==> src/rtl/pong_game_ctrl_if.sv <==
// Control and game-state bundle between the Pong sequencer and its driver/renderer.
interface pong_game_ctrl_if;
    logic       frame_tick;
    logic       start;
    logic       btn_up;
    logic       btn_down;
    logic [9:0] p1_posy;
    logic [9:0] cpu_posy;
    logic [9:0] ball_posx;
    logic [9:0] ball_posy;
    logic       collision;
    logic       game_over;
    logic [3:0] p1_score;
    logic [3:0] cpu_score;

    modport master (
        output frame_tick, start, btn_up, btn_down,
        input  p1_posy, cpu_posy, ball_posx, ball_posy,
        input  collision, game_over, p1_score, cpu_score
    );

    modport slave (
        input  frame_tick, start, btn_up, btn_down,
        output p1_posy, cpu_posy, ball_posx, ball_posy,
        output collision, game_over, p1_score, cpu_score
    );
endinterface

==> src/rtl/pong_game_ctrl.sv <==
// Pong game sequencer: per-frame paddle/ball update, scoring and serve/game-over flow.
module pong_game_ctrl #(
    parameter int BALL_SPEED   = 2,
    parameter int P1_SPEED     = 4,
    parameter int CPU_SPEED    = 3,
    parameter int WIN_SCORE    = 5,
    parameter int SERVE_FRAMES = 60,
    parameter int P1_X         = 64,
    parameter int CPU_X        = 576,
    parameter int PAD_H        = 64,
    parameter int BALL_W       = 3,
    parameter int SCR_W        = 640,
    parameter int SCR_H        = 480
) (
    input  logic             clk,
    input  logic             rst,
    pong_game_ctrl_if.slave  bus
);
    typedef logic signed [10:0] s11_t;
    typedef enum logic [2:0] {IDLE, SERVE, PLAY, POINT, GAME_OVER} state_t;

    localparam int         CW       = $clog2(SERVE_FRAMES + 1);
    localparam logic [CW-1:0] SERVE_LD = CW'(SERVE_FRAMES);
    localparam logic [CW-1:0] CNT_ONE  = CW'(1);
    localparam logic [3:0] WIN      = 4'(WIN_SCORE);
    localparam logic [9:0] BX0      = 10'((SCR_W - BALL_W) / 2);
    localparam logic [9:0] BY0      = 10'((SCR_H - BALL_W) / 2);
    localparam logic [9:0] PY0      = 10'((SCR_H - PAD_H) / 2);
    localparam logic [9:0] BX_P1    = 10'(P1_X + 1);
    localparam logic [9:0] BX_CPU   = 10'(CPU_X - BALL_W);
    localparam logic [9:0] BX_RIGHT = 10'(SCR_W - BALL_W);
    localparam logic [9:0] BY_TOP   = 10'(SCR_H - BALL_W);
    localparam s11_t ZERO    = '0;
    localparam s11_t ONE     = s11_t'(1);
    localparam s11_t PAD_MAX = s11_t'(SCR_H - PAD_H);
    localparam s11_t X_MAX   = s11_t'(SCR_W - BALL_W);
    localparam s11_t Y_MAX   = s11_t'(SCR_H - BALL_W);
    localparam s11_t V_BALL  = s11_t'(BALL_SPEED);
    localparam s11_t V_P1    = s11_t'(P1_SPEED);
    localparam s11_t V_CPU   = s11_t'(CPU_SPEED);
    localparam s11_t X_P1    = s11_t'(P1_X);
    localparam s11_t X_CPU   = s11_t'(CPU_X);
    localparam s11_t BW1     = s11_t'(BALL_W - 1);
    localparam s11_t PH1     = s11_t'(PAD_H - 1);
    localparam s11_t PHALF   = s11_t'(PAD_H / 2);

    state_t        state, state_nxt;
    logic [CW-1:0] cnt, cnt_nxt;
    logic [9:0]    p1_y, cpu_y, bx, by;
    logic [9:0]    p1_nxt, cpu_nxt, bx_nxt, by_nxt;
    logic          dir_x, dir_y, dx_nxt, dy_nxt;   // 1 = moving toward larger coordinate
    logic          col, col_nxt, go, go_nxt;
    logic [3:0]    s1, s2, s1_nxt, s2_nxt;

    s11_t p1_s, cpu_s, bx_s, by_s;
    s11_t p1_mv, cpu_mv, tgt, diff, nx, ny;
    logic ov_p1, ov_cpu, hit_p1, hit_cpu;

    // Candidate paddle moves and ball geometry, all in signed 11-bit.
    always_comb begin
        p1_s  = s11_t'(p1_y);
        cpu_s = s11_t'(cpu_y);
        bx_s  = s11_t'(bx);
        by_s  = s11_t'(by);

        p1_mv = p1_s;
        if (bus.btn_up && !bus.btn_down)
            p1_mv = (p1_s + V_P1 >= PAD_MAX) ? PAD_MAX : p1_s + V_P1;
        else if (bus.btn_down && !bus.btn_up)
            p1_mv = (p1_s <= V_P1) ? ZERO : p1_s - V_P1;

        tgt = by_s + ONE - PHALF;
        if (tgt[10])            tgt = ZERO;
        else if (tgt > PAD_MAX) tgt = PAD_MAX;
        diff = tgt - cpu_s;
        if (diff > V_CPU)       cpu_mv = cpu_s + V_CPU;
        else if (diff < -V_CPU) cpu_mv = cpu_s - V_CPU;
        else                    cpu_mv = tgt;

        nx = dir_x ? bx_s + V_BALL : bx_s - V_BALL;
        ny = dir_y ? by_s + V_BALL : by_s - V_BALL;

        // Overlap uses the pre-move ball y against the freshly moved paddles.
        ov_p1   = (by_s + BW1 >= p1_mv)  && (by_s <= p1_mv + PH1);
        ov_cpu  = (by_s + BW1 >= cpu_mv) && (by_s <= cpu_mv + PH1);
        hit_p1  = !dir_x && (bx_s > X_P1) && (nx <= X_P1) && ov_p1;
        hit_cpu = dir_x && (bx_s + BW1 < X_CPU) && (nx + BW1 >= X_CPU) && ov_cpu;
    end

    always_comb begin
        state_nxt = state;
        cnt_nxt   = cnt;
        p1_nxt    = p1_y;
        cpu_nxt   = cpu_y;
        bx_nxt    = bx;
        by_nxt    = by;
        dx_nxt    = dir_x;
        dy_nxt    = dir_y;
        col_nxt   = 1'b0;
        go_nxt    = go;
        s1_nxt    = s1;
        s2_nxt    = s2;
        case (state)
            IDLE, GAME_OVER: begin
                if (bus.start) begin
                    state_nxt = SERVE;
                    cnt_nxt   = SERVE_LD;
                    s1_nxt    = '0;
                    s2_nxt    = '0;
                    bx_nxt    = BX0;
                    by_nxt    = BY0;
                    dx_nxt    = 1'b1;
                    go_nxt    = 1'b0;
                end
            end
            SERVE: begin
                if (bus.frame_tick) begin
                    p1_nxt  = p1_mv[9:0];
                    cpu_nxt = cpu_mv[9:0];
                    cnt_nxt = cnt - CNT_ONE;
                    if (cnt == CNT_ONE) state_nxt = PLAY;
                end
            end
            PLAY: begin
                if (bus.frame_tick) begin
                    p1_nxt  = p1_mv[9:0];
                    cpu_nxt = cpu_mv[9:0];
                    if (ny <= ZERO) begin
                        by_nxt = '0;
                        dy_nxt = 1'b1;
                    end else if (ny >= Y_MAX) begin
                        by_nxt = BY_TOP;
                        dy_nxt = 1'b0;
                    end else begin
                        by_nxt = ny[9:0];
                    end
                    if (hit_p1) begin
                        bx_nxt  = BX_P1;
                        dx_nxt  = 1'b1;
                        col_nxt = 1'b1;
                    end else if (hit_cpu) begin
                        bx_nxt  = BX_CPU;
                        dx_nxt  = 1'b0;
                        col_nxt = 1'b1;
                    end else if (nx <= ZERO) begin
                        s2_nxt    = s2 + 4'd1;
                        bx_nxt    = '0;
                        state_nxt = POINT;
                    end else if (nx >= X_MAX) begin
                        s1_nxt    = s1 + 4'd1;
                        bx_nxt    = BX_RIGHT;
                        state_nxt = POINT;
                    end else begin
                        bx_nxt = nx[9:0];
                    end
                end
            end
            POINT: begin
                // dir_x still points at the side that missed, i.e. toward the loser.
                if (bus.frame_tick) begin
                    if (s1 == WIN || s2 == WIN) begin
                        state_nxt = GAME_OVER;
                        go_nxt    = 1'b1;
                    end else begin
                        state_nxt = SERVE;
                        cnt_nxt   = SERVE_LD;
                        bx_nxt    = BX0;
                        by_nxt    = BY0;
                    end
                end
            end
            default: state_nxt = IDLE;
        endcase
    end

    always_ff @(posedge clk or posedge rst) begin
        if (rst) begin
            state <= IDLE;
            cnt   <= '0;
            p1_y  <= PY0;
            cpu_y <= PY0;
            bx    <= BX0;
            by    <= BY0;
            dir_x <= 1'b1;
            dir_y <= 1'b1;
            col   <= 1'b0;
            go    <= 1'b0;
            s1    <= '0;
            s2    <= '0;
        end else begin
            state <= state_nxt;
            cnt   <= cnt_nxt;
            p1_y  <= p1_nxt;
            cpu_y <= cpu_nxt;
            bx    <= bx_nxt;
            by    <= by_nxt;
            dir_x <= dx_nxt;
            dir_y <= dy_nxt;
            col   <= col_nxt;
            go    <= go_nxt;
            s1    <= s1_nxt;
            s2    <= s2_nxt;
        end
    end

    assign bus.p1_posy   = p1_y;
    assign bus.cpu_posy  = cpu_y;
    assign bus.ball_posx = bx;
    assign bus.ball_posy = by;
    assign bus.collision = col;
    assign bus.game_over = go;
    assign bus.p1_score  = s1;
    assign bus.cpu_score = s2;
endmodule

==> src/flat_wrapper.sv <==
// flat-port wrapper written by rule: the top's interface ports become plain ports
module pong_game_ctrl_flat 
#(
    parameter int BALL_SPEED   = 2,
    parameter int P1_SPEED     = 4,
    parameter int CPU_SPEED    = 3,
    parameter int WIN_SCORE    = 5,
    parameter int SERVE_FRAMES = 60,
    parameter int P1_X         = 64,
    parameter int CPU_X        = 576,
    parameter int PAD_H        = 64,
    parameter int BALL_W       = 3,
    parameter int SCR_W        = 640,
    parameter int SCR_H        = 480
)
  (clk, rst, bus_frame_tick, bus_start, bus_btn_up, bus_btn_down, bus_p1_posy, bus_cpu_posy, bus_ball_posx, bus_ball_posy, bus_collision, bus_game_over, bus_p1_score, bus_cpu_score);
  pong_game_ctrl_if bus_i ();
  input  logic clk;
  input  logic rst;
  input wire logic [$bits(bus_i.frame_tick)-1:0] bus_frame_tick;
  input wire logic [$bits(bus_i.start)-1:0] bus_start;
  input wire logic [$bits(bus_i.btn_up)-1:0] bus_btn_up;
  input wire logic [$bits(bus_i.btn_down)-1:0] bus_btn_down;
  output wire logic [$bits(bus_i.p1_posy)-1:0] bus_p1_posy;
  output wire logic [$bits(bus_i.cpu_posy)-1:0] bus_cpu_posy;
  output wire logic [$bits(bus_i.ball_posx)-1:0] bus_ball_posx;
  output wire logic [$bits(bus_i.ball_posy)-1:0] bus_ball_posy;
  output wire logic [$bits(bus_i.collision)-1:0] bus_collision;
  output wire logic [$bits(bus_i.game_over)-1:0] bus_game_over;
  output wire logic [$bits(bus_i.p1_score)-1:0] bus_p1_score;
  output wire logic [$bits(bus_i.cpu_score)-1:0] bus_cpu_score;
  assign bus_i.frame_tick = bus_frame_tick;
  assign bus_i.start = bus_start;
  assign bus_i.btn_up = bus_btn_up;
  assign bus_i.btn_down = bus_btn_down;
  assign bus_p1_posy = bus_i.p1_posy;
  assign bus_cpu_posy = bus_i.cpu_posy;
  assign bus_ball_posx = bus_i.ball_posx;
  assign bus_ball_posy = bus_i.ball_posy;
  assign bus_collision = bus_i.collision;
  assign bus_game_over = bus_i.game_over;
  assign bus_p1_score = bus_i.p1_score;
  assign bus_cpu_score = bus_i.cpu_score;
  pong_game_ctrl #(.BALL_SPEED(BALL_SPEED), .P1_SPEED(P1_SPEED), .CPU_SPEED(CPU_SPEED), .WIN_SCORE(WIN_SCORE), .SERVE_FRAMES(SERVE_FRAMES), .P1_X(P1_X), .CPU_X(CPU_X), .PAD_H(PAD_H), .BALL_W(BALL_W), .SCR_W(SCR_W), .SCR_H(SCR_H)) u_core (.clk(clk), .rst(rst), .bus(bus_i));
endmodule
==> config.mk <==
export PLATFORM = sky130hd
export DESIGN_NAME = pong_game_ctrl_flat
export DESIGN_NICKNAME = d
export VERILOG_FILES = /design/src/rtl/pong_game_ctrl_if.sv /design/src/rtl/pong_game_ctrl.sv /design/src/flat_wrapper.sv
export SDC_FILE = /design/constraint.sdc
export NUM_CORES = 1
export LEC_CHECK = 0
export CAP_MARGIN = 20
export CORE_MARGIN = 2
export CORE_UTILIZATION = 55
export DETAILED_ROUTE_END_ITERATION = 16
export PLACE_DENSITY = 0.76
export SYNTH_ARGS = -nofsm -noshare
export SYNTH_HDL_FRONTEND = slang
export SYNTH_SLANG_ARGS = --single-unit
==> constraint.sdc <==
create_clock -name clk -period 7 [get_ports clk]
set_input_delay 1.05 -clock clk [delete_from_list [all_inputs] [get_ports clk]]
set_output_delay 1.05 -clock clk [all_outputs]
set_load 0.1 [all_outputs]
==> results of run 1 <==
## kinds of logic (layout without fill, tap and decap cells)
group	after synthesis	in the layout	synth area share
mux	9	9	0.0140
fa+ha+maj	73	73	0.130
compound gates	253	253	0.246
simple gates	349	349	0.258
xor+xnor	62	62	0.0769
other cells	1	1	0.000531
flops	61	61	0.220
buf+inv	91	181	0.0549
## layout make-up
type                            instances  area share
Multi-Input combinational cell        747       0.622
Sequential cell                        61       0.181
Timing Repair Buffer                  114       0.115
Clock buffer                           11      0.0280
Tap cell                              172      0.0248
Inverter                               51      0.0221
Clock inverter                          5     0.00679
## final timing paths
path	slack [ps]	end	start
min	510	u_core.bus.cpu_posy[9]	u_core.bus.cpu_posy[9]
min in group asynchronous	1250	u_core.bus.collision	rst
max in group asynchronous	5180	u_core.bus.ball_posy[0]	rst
max	120	u_core.bus.ball_posx[0]	u_core.bus.ball_posy[2]
min reg2reg	510	u_core.bus.cpu_posy[9]	u_core.bus.cpu_posy[9]
max reg2reg	120	u_core.bus.ball_posx[0]	u_core.bus.ball_posy[2]
## cell usage in the layout (no fill, tap or decap), types with 9 or more instances in the layout
cell and count:
sky130_fd_sc_hd__a21o_1 11, sky130_fd_sc_hd__dfrtp_1 39, sky130_fd_sc_hd__nand4_1 18, sky130_fd_sc_hd__a31oi_1 12, sky130_fd_sc_hd__clkdlybuf4s50_1 55, sky130_fd_sc_hd__a21oi_1 51
sky130_fd_sc_hd__inv_1 50, sky130_fd_sc_hd__dfstp_2 17, sky130_fd_sc_hd__o21a_1 19, sky130_fd_sc_hd__o31ai_1 9, sky130_fd_sc_hd__nand3_1 24, sky130_fd_sc_hd__ha_1 65
sky130_fd_sc_hd__buf_4 58, sky130_fd_sc_hd__and3_1 16, sky130_fd_sc_hd__or3_1 12, sky130_fd_sc_hd__nand2b_1 12, sky130_fd_sc_hd__clkbuf_16 9, sky130_fd_sc_hd__xor2_1 31
sky130_fd_sc_hd__xnor2_1 29, sky130_fd_sc_hd__nor2b_1 10, sky130_fd_sc_hd__nand2_1 77, sky130_fd_sc_hd__o21ai_0 54, sky130_fd_sc_hd__nor2_1 81, sky130_fd_sc_hd__nor3_1 27
sky130_fd_sc_hd__a211oi_1 11
## flip-flops by register name, indices dropped and copies added, names as in the netlist
signal / cells
u_core.bus.ball_posx: 10
u_core.bus.ball_posy: 10
u_core.bus.collision: 1
u_core.bus.cpu_posy: 10
u_core.bus.cpu_score: 4
u_core.bus.game_over: 1
u_core.bus.p1_posy: 10
u_core.bus.p1_score: 4
u_core.cnt: 6
u_core.dir_x: 1
u_core.dir_y: 1
u_core.state: 3
## power by group through the flow
stage	logic [mW]	registers, mW	clock network (mW)
after floorplan	1.38	0.821	0
after global placement	2.12	0.562	0
after detailed placement	2.13	0.562	0
after CTS	2.16	0.557	0.468
after global routing	2.69	0.574	0.482
final	2.50	0.562	0.463
## tightest hold or removal path, stage by stage, from the launching register on
cell and delay (ps):
sky130_fd_sc_hd__dfrtp_1 360, sky130_fd_sc_hd__nand2_1 50, sky130_fd_sc_hd__o21ai_0 60
## stage by stage
step                std cells  hold slack [ps]
detailed placement       1121              496
finish                   1161              514
global placement         1121              498
global route             1161              535
floorplan                 899              474
CTS                      1140              518
## layer usage
layer / vias up / wire (µm) / track usage
li1: 3472 / - / -
met4: 0 / 442 / 0.0831
met1: 3398 / 9030 / 0.399
met5: - / 0 / 0
met3: 38 / 1470 / 0.0566
met2: 274 / 9600 / 0.472
## cells in the mapped netlist (all sizes together), types with 4 or more instances
library cell and number:
inv 51, xnor2 30, nand4b 5, a31oi 13, or4 6, nor2 83
nand2b 13, clkbuf 25, nor4 10, or2 6, o21a 19, a211oi 14
o31a 4, buf 15, nor2b 10, nor3b 4, ha 72, and2 4
mux2 7, and3 19, nand4 18, a221oi 4, o21bai 4, a21oi 54
nand3 26, nand2 81, nor3 30, o22a 5, o21ai 64, nand3b 6
xor2 32, a22oi 5, a21o 11, o31ai 10, dfstp 20, or3 16
dfrtp 41, o2111ai 5
## what timing repair did
| action | 4_1_cts | 5_1_grt |
|---|---|---|
| buffers inserted | 3 | 21 |
| setup endpoints to repair | 2 | 4 |
| resized for setup | 2 | 43 |
| pin swaps | 2 | 32 |
==> metrics, run 1 <==
post-synthesis instance area 7060 µm²; gate count after technology mapping 899; layout cells sized above 1 0.174; area occupied by multi-input gates 5390 µm²; CP required 7280 ps; endpoint type of the worst setup path register; Leakage Power 3.61 nW; total power density per cell area 406 nW/µm²; Detailed Route WL 20500 µm; maximum clock frequency 145 MHz; register bit total from synthesis 61; total power consumption of the routed design 3.52 mW; peak supply drop 222 µV; arrival time at the worst endpoint 7160 ps; DRC violation count after routing 0; nature of the critical path startpoint register; pin count of the biggest net entering global routing 62; number of sinks driven by the clock tree 61; initial antenna violation count 0; post-placement cell area 7960 µm²; total clock buffers created by CTS 9; total of hold buffers inserted after clock tree synthesis 0; post-synthesis sequential area ratio 0.220; Remaining Overflow, GRT 0; clock power share 0.131; share of the clock period used by the worst path after layout 0.982; clock tree root buffer cell sky130_fd_sc_hd__clkbuf_16; std cell rows 41; overall die width 117 µm; buffering stage count on the worst path with inverters included 4; Flop pwr share 0.160; TritonCTS clock tree done; classification of the worst-slack hold path reg2reg; max-slew headroom at the worst pin 0.324; Avg WL per Cell 17.7 µm; detail-routed via count per cell 6.19; sum of negative setup slack 0 ps; number of cells on the critical path 32; Switch Pwr 1.80 mW; slack of the critical path 125 ps; count of final setup violators 0; Yosys cell types 92; number of port buffers 55; cell with the largest stage delay on the worst path sky130_fd_sc_hd__dfstp_4; worst r2r path cells 32; H-tree depth 3; Internal 1.72 mW; maximum single-stage delay on the critical path 650 ps; CP top delay family compound AO/OA/AOI/OAI gates; final weighted congestion in routability-driven placement 0.974; Clock Pin Slew Worst Setup and Hold Paths 60 ps; initial core utilization 0.562; area occupied by registers 1570 µm²; syn avg cell area 7.85 µm²; fraction of registers with async set or reset after synthesis 1.00; Place WS -48.4 ps; chip height 117 µm; number of top-level pins 56; WHS Path Cells 2; number of vias after detailed routing 7182; number of pins with negative max-slew slack in the final report 0; All-Layer GR Usage 0.292; DP HPWL 14800 µm; biggest fanout along the worst timing path 5; flip-flop cell with the highest count after synthesis sky130_fd_sc_hd__dfrtp_1; via count of the first global-routing pass 6409; measured slew at the worst slew-check pin 1010 ps; first-pass GRT wire length 31700 µm; area enclosed by the die boundary 13800 µm²; clock network latency to the later pin of the worst-skew pair 340 ps; Core ar. 12600 µm²; net switching share of the total power 0.511; maxcap violations 0; synthesis warning total 0; number of nets in the synthesized netlist 978; maximum buffer depth of the clock tree 2; end-of-flow core utilization 0.689; cell types occupying the most area after synthesis sky130_fd_sc_hd__dfrtp_1, sky130_fd_sc_hd__ha_1, sky130_fd_sc_hd__dfstp_2; time the final worst path needs with I/O delays and setup 6880 ps; Synth top area share 0.145; dominant cell type by area after synthesis sky130_fd_sc_hd__dfrtp_1; Antenna Cells 0; Hold Fails Final Rpt 0; Net count, final 1063; Synth-to-Final Area Change 22.7%; post-route cell area 8660 µm²; DRT antenna net count 0; drt first-iter violations 609; status complete, no violations; final clock skew 7.36 ps; number of iterations in the first detailed-routing pass 7; count of filler cells inserted in the layout 1020; number of enable flip-flop cells after synthesis 0; path type of the worst setup path reg2reg; Comb pwr share 0.709
(Power assumes the default switching activity.)
==> inputs of run 2 (changes only) <==
- PLACE_DENSITY: 0.76 -> 0.73
- REMOVE_ABC_BUFFERS: default -> 1
- clock period: 7 -> 6.6 ns (I/O delays scaled with it)
==> metrics, run 2 (synthesized netlist as in run 1, its figures left out) <==
most frequent standard cell in the layout excluding fill and tap cells sky130_fd_sc_hd__buf_4 (was sky130_fd_sc_hd__nor2_1); measured slew at the worst slew-check pin 982 ps (was 1010 ps); area enclosed by the die boundary 13800 µm² (unchanged); clock network latency to the later pin of the worst-skew pair 340 ps (about the same); first-pass GRT wire length 35400 µm (was 31700 µm); number of pins with negative max-slew slack in the final report 0 (unchanged); Avg WL per Cell 18.4 µm (was 17.7 µm); drt first-iter violations 858 (was 609); initial core utilization 0.562 (unchanged); initial antenna violation count 0 (unchanged); slack of the critical path -224 ps (was 125 ps); Antenna Cells 0 (unchanged); Remaining Overflow, GRT 0 (unchanged); violations in the final reports setup timing; Switch Pwr 1.97 mW (was 1.80 mW); path type of the worst setup path reg2reg (unchanged); Detailed Route WL 22400 µm (was 20500 µm); CP top delay family compound AO/OA/AOI/OAI gates (unchanged); number of top-level pins 56 (unchanged); Clock Pin Slew Worst Setup and Hold Paths 60 ps (about the same); nature of the critical path startpoint register (unchanged); total power consumption of the routed design 3.88 mW (was 3.52 mW); Hold Fails Final Rpt 0 (unchanged); count of final setup violators 4 (was 0); detail-routed via count per cell 6.19 (about the same); layout cells sized above 1 0.230 (was 0.174); number of iterations in the first detailed-routing pass 5 (was 7); sum of negative setup slack -565 ps (was 0 ps); max-slew headroom at the worst pin 0.343 (was 0.324); DP HPWL 16600 µm (was 14800 µm); number of port buffers 55 (unchanged); All-Layer GR Usage 0.326 (was 0.292); Core ar. 12600 µm² (unchanged); biggest fanout along the worst timing path 4 (was 5); clock power share 0.115 (was 0.131); pin count of the biggest net entering global routing 62 (unchanged); classification of the worst-slack hold path reg2reg (unchanged); buffering stage count on the worst path with inverters included 3 (was 4); end-of-flow core utilization 0.728 (was 0.689); H-tree depth 3 (unchanged); Comb pwr share 0.730 (was 0.709); unrepaired setup endpoints after global routing yes; maxcap violations 0 (unchanged); total of hold buffers inserted after clock tree synthesis 0 (unchanged); std cell rows 41 (unchanged); CP required 6890 ps (was 7280 ps); area occupied by multi-input gates 5470 µm² (was 5390 µm²); Synth-to-Final Area Change 29.6% (was 22.7%); DRC violation count after routing 0 (unchanged); number of sinks driven by the clock tree 61 (unchanged); Leakage Power 3.90 nW (was 3.61 nW); post-route cell area 9150 µm² (was 8660 µm²); overall die width 117 µm (unchanged); peak supply drop 286 µV (was 222 µV); Internal 1.91 mW (was 1.72 mW); count of filler cells inserted in the layout 995 (was 1020); DRT antenna net count 0 (unchanged); total clock buffers created by CTS 9 (unchanged); share of the clock period used by the worst path after layout 1.03 (was 0.982); highest-count cells in the layout ignoring fill and taps sky130_fd_sc_hd__buf_4, sky130_fd_sc_hd__nand2_1, sky130_fd_sc_hd__nor2_1, sky130_fd_sc_hd__ha_1, sky130_fd_sc_hd__clkdlybuf4s50_1 (was sky130_fd_sc_hd__nor2_1, sky130_fd_sc_hd__nand2_1, sky130_fd_sc_hd__ha_1, sky130_fd_sc_hd__buf_4, sky130_fd_sc_hd__clkdlybuf4s50_1); Place WS -375 ps (was -48.4 ps); Net count, final 1119 (was 1063); maximum clock frequency 147 MHz (was 145 MHz); time the final worst path needs with I/O delays and setup 6820 ps (was 6880 ps); final clock skew 11.1 ps (was 7.36 ps); maximum single-stage delay on the critical path 590 ps (was 650 ps); via count of the first global-routing pass 7022 (was 6409); cell with the largest stage delay on the worst path sky130_fd_sc_hd__dfstp_2 (was sky130_fd_sc_hd__dfstp_4); area occupied by registers 1550 µm² (was 1570 µm²); number of vias after detailed routing 7534 (was 7182); post-placement cell area 8320 µm² (was 7960 µm²); status finished, violations left (was complete, no violations); total power density per cell area 424 nW/µm² (was 406 nW/µm²); net switching share of the total power 0.507 (was 0.511); endpoint type of the worst setup path register (unchanged); clock tree root buffer cell sky130_fd_sc_hd__clkbuf_16 (unchanged); Flop pwr share 0.154 (was 0.160); chip height 117 µm (unchanged); maximum buffer depth of the clock tree 2 (unchanged); arrival time at the worst endpoint 7110 ps (was 7160 ps); final weighted congestion in routability-driven placement 0.972 (was 0.974); TritonCTS clock tree done (unchanged)
-- run 2: changes by cell type in the layout (fill, tap and decap cells not counted), moves of 3 or more --
cell                      previous run  this run
sky130_fd_sc_hd__nor2_1             81        77
sky130_fd_sc_hd__dfstp_4             3         0
sky130_fd_sc_hd__a21oi_1            51        48
sky130_fd_sc_hd__a21oi_2             2         5
sky130_fd_sc_hd__nor2_4              0         4
sky130_fd_sc_hd__buf_4              58       109
sky130_fd_sc_hd__dfstp_2            17        20
sky130_fd_sc_hd__buf_6               1         6
-- run 2: cell type report --
type | instances | area share
inverter | 51 | 0.0209
timing repair buffer | 170 | 0.157
multi-input combinational | 747 | 0.598
clock inverter | 6 | 0.00424
sequential | 61 | 0.170
tap | 172 | 0.0235
clock buffer | 10 | 0.0261
-- run 2: per-stage QoR --
step	hold slack, ps	std cells
2_1_floorplan	474	859
3_5_place_dp	496	1177
3_3_place_gp	502	1177
5_1_grt	542	1217
6_report	513	1217
4_1_cts	517	1206
-- run 2: final timing paths --
| path | start | to | slack, ps | cells past startpoint |
|---|---|---|---|---|
| min | u_core.bus.cpu_posy[9] | u_core.bus.cpu_posy[9] | 510 | 2 |
| max in group asynchronous | rst | u_core.bus.cpu_posy[5] | 4870 | 3 |
| max reg2reg | u_core.bus.ball_posy[1] | u_core.bus.ball_posx[0] | -220 | 32 |
| min reg2reg | u_core.bus.cpu_posy[9] | u_core.bus.cpu_posy[9] | 510 | 2 |
| min in group asynchronous | rst | u_core.bus.p1_posy[8] | 1210 | 3 |
| max | u_core.bus.ball_posy[1] | u_core.bus.ball_posx[0] | -220 | 32 |
-- run 2: metal layers --
layer	vias to the layer above	global-route usage	wire length, µm
li1	3592	-	-
met1	3590	0.464	9990
met2	304	0.531	10500
met3	48	0.0407	1420
met4	0	0.0761	476
met5	-	0	0
-- run 2: what timing repair did --
action                                  CTS  global route
setup buffers                            13            13
endpoints found under the setup margin    4             4
pin swaps                                28            40
gates resized for setup                  51            28
-- run 2: power by group through the flow --
stage,Clock [mW],Sequential [mW],Combinational (mW)
final,0.447,0.598,2.83
after global placement,0,0.591,2.41
after global routing,0.471,0.613,3.06
after floorplan,0,0.906,1.37
after CTS,0.453,0.595,2.62
after detailed placement,0,0.598,2.47
-- run 2: worst min-delay path, stage by stage, from the launching register on --
cell and delay (ps):
sky130_fd_sc_hd__dfrtp_1 360, sky130_fd_sc_hd__nand2_1 50, sky130_fd_sc_hd__o21ai_0 60
==> inputs of run 3 (changes only) <==
- ABC_AREA: default -> 0
==> results of run 3 <==
Final layout, timing and power as in run 2 (identical DEF).
